===== src/rtl/reg_arb_pkg.sv =====
// reg_arb_pkg: shared types and constants for the register-file arbiter.
// Holds the FSM state enum, the access-owner enum and the address width.
package reg_arb_pkg;

   localparam int REG_ADDR_W = 3;

   typedef enum logic [1:0] {
      IDLE,
      GRANT,
      RESP
   } state_t;

   typedef enum logic {
      OWN_CPU,
      OWN_DBG
   } owner_t;

endpackage


===== src/rtl/reg_arb_age_counter.sv =====
// reg_arb_age_counter: saturating count of contested CPU grants.
// Ports: Clk, Reset (sync, active-high), inc, clr, limit_hit (count == LIMIT).
module reg_arb_age_counter #(
   parameter int LIMIT = 4
) (
   input  logic Clk,
   input  logic Reset,
   input  logic inc,
   input  logic clr,
   output logic limit_hit
);

   localparam int CW = $clog2(LIMIT + 1);
   localparam logic [CW-1:0] LIM = CW'(LIMIT);

   logic [CW-1:0] count_q;

   always_ff @(posedge Clk) begin
      if (Reset) begin
         count_q <= '0;
      end else if (clr) begin
         count_q <= '0;
      end else if (inc && (count_q != LIM)) begin
         count_q <= count_q + 1'b1;
      end
   end

   assign limit_hit = (count_q == LIM);

endmodule


===== src/rtl/reg_file_arbiter.sv =====
// reg_file_arbiter: shares the register file write port and SR1 read path
// between the CPU (fixed priority) and the debug loader, one access per 3 cycles.
// Ports: Clk, Reset (sync, active-high); cpu_*/dbg_* req/we/addr/wdata in,
// ack/rdata out; rf_ld/rf_dr/rf_sr/rf_bus to the file, rf_sr_data from it.
// Define REG_ARB_AGING_EN to add debug anti-starvation after AGE_LIMIT grants.
module reg_file_arbiter
   import reg_arb_pkg::*;
#(
   parameter int WIDTH     = 16,
   parameter int AGE_LIMIT = 4
) (
   input  logic                  Clk,
   input  logic                  Reset,
   input  logic                  cpu_req,
   input  logic                  cpu_we,
   input  logic [REG_ADDR_W-1:0] cpu_addr,
   input  logic [WIDTH-1:0]      cpu_wdata,
   output logic                  cpu_ack,
   output logic [WIDTH-1:0]      cpu_rdata,
   input  logic                  dbg_req,
   input  logic                  dbg_we,
   input  logic [REG_ADDR_W-1:0] dbg_addr,
   input  logic [WIDTH-1:0]      dbg_wdata,
   output logic                  dbg_ack,
   output logic [WIDTH-1:0]      dbg_rdata,
   output logic                  rf_ld,
   output logic [REG_ADDR_W-1:0] rf_dr,
   output logic [REG_ADDR_W-1:0] rf_sr,
   output logic [WIDTH-1:0]      rf_bus,
   input  logic [WIDTH-1:0]      rf_sr_data
);

   if (AGE_LIMIT < 1) begin : g_bad_limit
      $error("AGE_LIMIT must be at least 1");
   end

   state_t                state_q, state_d;
   owner_t                owner_q;
   logic                  we_q;
   logic [REG_ADDR_W-1:0] addr_q;
   logic [WIDTH-1:0]      wdata_q;
   logic [WIDTH-1:0]      cpu_rdata_q;
   logic [WIDTH-1:0]      dbg_rdata_q;

   logic idle;
   logic grant;
   logic resp;
   logic any_req;
   logic dbg_win;
   logic limit_hit;

   assign idle    = (state_q == IDLE);
   assign grant   = (state_q == GRANT);
   assign resp    = (state_q == RESP);
   assign any_req = cpu_req | dbg_req;

   // Debug wins when uncontested, or when it has waited out the age limit.
   assign dbg_win = dbg_req & (~cpu_req | limit_hit);

`ifdef REG_ARB_AGING_EN
   logic age_inc;
   logic age_clr;

   assign age_inc = idle & cpu_req & dbg_req & ~dbg_win;
   assign age_clr = idle & (~dbg_req | dbg_win);

   reg_arb_age_counter #(
      .LIMIT (AGE_LIMIT)
   ) u_age (
      .Clk       (Clk),
      .Reset     (Reset),
      .inc       (age_inc),
      .clr       (age_clr),
      .limit_hit (limit_hit)
   );
`else
   assign limit_hit = 1'b0;
`endif

   always_ff @(posedge Clk) begin
      if (Reset) begin
         state_q     <= IDLE;
         owner_q     <= OWN_CPU;
         we_q        <= 1'b0;
         addr_q      <= '0;
         wdata_q     <= '0;
         cpu_rdata_q <= '0;
         dbg_rdata_q <= '0;
      end else begin
         state_q <= state_d;
         if (idle && any_req) begin
            owner_q <= dbg_win ? OWN_DBG : OWN_CPU;
            we_q    <= dbg_win ? dbg_we : cpu_we;
            addr_q  <= dbg_win ? dbg_addr : cpu_addr;
            wdata_q <= dbg_win ? dbg_wdata : cpu_wdata;
         end
         if (grant && !we_q) begin
            if (owner_q == OWN_DBG) begin
               dbg_rdata_q <= rf_sr_data;
            end else begin
               cpu_rdata_q <= rf_sr_data;
            end
         end
      end
   end

   always_comb begin
      state_d = state_q;
      rf_ld   = 1'b0;
      rf_dr   = '0;
      rf_sr   = '0;
      rf_bus  = '0;
      cpu_ack = 1'b0;
      dbg_ack = 1'b0;
      unique case (state_q)
         IDLE: begin
            if (any_req) state_d = GRANT;
         end
         GRANT: begin
            // Reset in the grant cycle must stop the write from landing.
            rf_ld   = we_q & ~Reset;
            rf_dr   = addr_q;
            rf_sr   = addr_q;
            rf_bus  = wdata_q;
            state_d = RESP;
         end
         RESP: begin
            cpu_ack = (owner_q == OWN_CPU);
            dbg_ack = (owner_q == OWN_DBG);
            state_d = IDLE;
         end
         default: state_d = IDLE;
      endcase
   end

   assign cpu_rdata = cpu_rdata_q;
   assign dbg_rdata = dbg_rdata_q;

endmodule


===== config.mk =====
export PLATFORM = sky130hd
export DESIGN_NAME = reg_file_arbiter
export DESIGN_NICKNAME = d
export VERILOG_FILES = /design/src/rtl/reg_arb_pkg.sv /design/src/rtl/reg_arb_age_counter.sv /design/src/rtl/reg_file_arbiter.sv
export SDC_FILE = /design/constraint.sdc
export NUM_CORES = 1
export LEC_CHECK = 0
export BUFFER_PORTS_ARGS = -buffer_cell sky130_fd_sc_hd__buf_2
export CELL_PAD_IN_SITES_DETAIL_PLACEMENT = 1
export CELL_PAD_IN_SITES_GLOBAL_PLACEMENT = 1
export CORE_MARGIN = 2
export CORE_UTILIZATION = 28
export DETAILED_ROUTE_END_ITERATION = 8
export PLACE_DENSITY = 0.85
export SLEW_MARGIN = 20
export SYNTH_ARGS = -nofsm -noshare
export SYNTH_HDL_FRONTEND = slang
export SYNTH_HIERARCHICAL = 1
export SYNTH_SLANG_ARGS = --single-unit

===== constraint.sdc =====
create_clock -name Clk -period 1.3 [get_ports Clk]
set_input_delay 0.195 -clock Clk [delete_from_list [all_inputs] [get_ports Clk]]
set_output_delay 0.195 -clock Clk [all_outputs]
set_load 0.05 [all_outputs]

==> run_results.csv <==
group,metric,value,unit
yosys,synth-edff-count,0,
yosys,synthArstFlopShare,0,%
placement,placed_area,0.00322,mm2
clock_tree,root_buffer,"clkbuf_8",
pwr,p_seq_share,40.8,%
timing,grt_setup_unrepaired,"true",
pwr,power-per-cell-area,1100,mW/mm2
route,vias_per_cell,4.85,
pwr,p_comb_share,30.3,%
floorplanning,io_pins,117,
timing,fmax,645,MHz
timing,fin_ws,-0.249,ns
setup_path,critPathKind,"flop to output port",
setup_path,critPathBufInv,2,
pwr,clkPwrFrac,28.9,%
cells_and_area,area_delta_synth_final,81.8,%
floorplanning,dieArea,0.00904,mm2
timing,hold_viol,0,
placement,preCtsSetupSlack,-0.0928,ns
clock_tree,numCtsBuffers,5,
pwr,p_int,3.21,mW
cells_and_area,fillers,924,
setup_path,slowest_delay,0.38,ns
timing,post-route-period-util,119,%
route,drtAntennaViolNets,0,
timing,worst_pin_slew,0.330,ns
cells_and_area,layout-drive-gt1-share,61.6,%
route,vias,2602,
run_status,status,"complete, but fails checks",
setup_path,path_delay_family,"flip-flops",
timing,tns,-11.04,ns
route,drc,0,
global_route,grt_pass1_wl,12500,um
floorplanning,die_y,95.1,um
route,first_pass_iters,3,
yosys,synth_area,0.00232,mm2
pwr,irDropWorstVdd,0.000488,V
yosys,yosysUniqueCellTypes,21,
cells_and_area,final_area,0.00422,mm2
setup_path,reg2reg_slack,-0.21,ns
yosys,synth_cells,295,
timing,setup_viol,77,
global_route,grt_max_degree,55,
yosys,ys.flop_type,"dfxtp_1",
global_route,grt_pass1_vias,2599,
cells_and_area,antenna-diode-count,0,
route,wl_per_cell,16.6,um
cells_and_area,nets,491,
clock_tree,htreeDepth,2,
setup_path,path_max_fanout,6,
global_route,globalRouteOverflowTotal,0,
floorplanning,start_util,28.5,%
setup_path,cp_slowest_cell,"dfxtp_4",
yosys,syn_avg_cell_area,7.87,um2
yosys,synth_seq_cells,55,
route,finalWirelength,8920,um
timing,slew_viol_final,0,
placement,place_hpwl,5440,um
pwr,leakagePower,1.81,nW
yosys,synth_warnings,6,
setup_path,cp.arrival,1.35,ns
hold_path,hold_class,"input pin to flop",
pwr,swShare,31.0,%
yosys,yosysTopAreaCellShare,47.4,%
global_route,gr-usage-all-layers,17.7,%
clock_tree,cts_hold_buffers,0,
yosys,synth_fp_nets,355,
timing,skew,0.00516,ns
placement,gp_congestion,0.686,
timing,post-route-min-period,1.55,ns
floorplanning,core_area,0.00813,mm2
clock_tree,clk_path_buf_depth,2,
setup_path,start_kind,"flop",
yosys,yosysTopAreaCell,"dfxtp_1",
pwr,netSwitchingPower,1.44,mW
clock_tree,path_clk_slew,0.10,ns
yosys,synth.yosys.seq_area_share,47.4,%
setup_path,worstPathRequired,1.11,ns
clock_tree,clock_latency,0.31,ns
setup_path,cp-end-kind,"output port",
floorplanning,rows,33,
setup_path,path_cells,"nor2b_4 -> buf_6 -> and2_4 -> buf_8",
run_status,violations,"setup timing",
global_route,antenna_found_initial,0,
yosys,synth.top_cells.by_area,"dfxtp_1 47%, nand2_1 17%, a21oi_1 11%, a311oi_1 7.5%, and2_1 5.7%",
placement,io_buffer_count,116,
yosys,synth_most_common_cell,"nand2_1",
clock_tree,clock_sinks,55,
route,dr.first_iter.drc_count,42,
job,cap_viol_max_count,0,
timing,relSlewSlack,78.0,%
pwr,total_power,4.66,mW
yosys,synthTopCellsByCount,"104 x nand2_1, 55 x dfxtp_1, 53 x a21oi_1",
floorplanning,dieWidth,95.1,um
clock_tree,cts_tree,"built",
## cell families after synthesis
kind of cell    Yosys count  synth area share [%]
buf+inv                  28                  5.98
simple gates            138                  27.3
flops                    55                  47.4
compound gates           74                  19.3
## worst reg2reg max path, cell delays in order, from the launching register on
cell and delay (ns):
dfxtp_2 0.34, buf_4 0.13, buf_6 0.12, buf_6 0.11, nor2_4 0.14, buf_12 0.14
buf_8 0.10, buf_6 0.10, a21oi_4 0.04, a311oi_2 0.22
## worst paths after layout
check                 startpoint            end  cells after the start
setup / recovery      state_q[1]       rf_sr[1]                      4
hold / removal    rf_sr_data[12]  dbg_rdata[12]                      3
setup reg to reg      state_q[0]    wdata_q[11]                      9
hold reg to reg     dbg_rdata[7]   dbg_rdata[7]                      2
## layer usage
layer	GRT usage, %	vias to the layer above	part of all wire [%]
met5	0	-	0
met4	4.23	0	0.66
met3	3.87	7	5.4
met2	32.6	81	54
met1	20.8	1254	40
li1	-	1260	-
## power groups by stage
stage	clock network [mW]	logic [mW]	registers, mW
after floorplan	0	0.504	2.03
after global placement	0	0.977	1.90
after detailed placement	0	0.999	1.91
after CTS	1.37	1.14	1.87
after global routing	1.45	1.50	1.91
final	1.34	1.41	1.90
## state kept, by name, indices dropped and copies added (netlist names)
signal     flops
wdata_q       16
dbg_rdata     16
owner_q        1
state_q        2
we_q           1
cpu_rdata     16
addr_q         3
## cells in the final DEF (no fill, tap or decap), types with 5 or more instances in the layout
cell / Yosys / layout
nand2_2: 0 / 6
clkbuf_8: 0 / 5
buf_6: 1 / 17
a21oi_2: 0 / 37
a311oi_1: 20 / 14
and2_4: 0 / 21
dfxtp_1: 55 / 51
buf_12: 0 / 7
a311oi_2: 0 / 6
buf_8: 0 / 25
a21oi_1: 53 / 15
nand2_1: 104 / 82
buf_4: 4 / 15
buf_2: 7 / 91
nand2_4: 0 / 16
## what timing repair did
action,4_1_cts,5_1_grt
pin swaps,39,47
cloned,1,2
setup endpoints to repair,49,79
resized for setup,98,104
setup buffers,2,13
## per-stage QoR
stage                     util, %  cells  hold WS [ns]
after CTS                    45.4    523         0.115
final                        51.9    537         0.124
after floorplan                 -    295         0.284
after global routing         51.9    537         0.106
after global placement       39.5    512         0.438
after detailed placement     39.5    512         0.447
## layout make-up
class	instances	area, um2	share of cell area (%)
Clock inverter	2	60.1	1.42
Multi-Input combinational cell	212	1520	36.1
Clock buffer	6	72.6	1.72
Sequential cell	55	1110	26.3
Tap cell	105	131	3.11
Timing Repair Buffer	157	1330	31.4
Power figures use the tool's default switching activity.
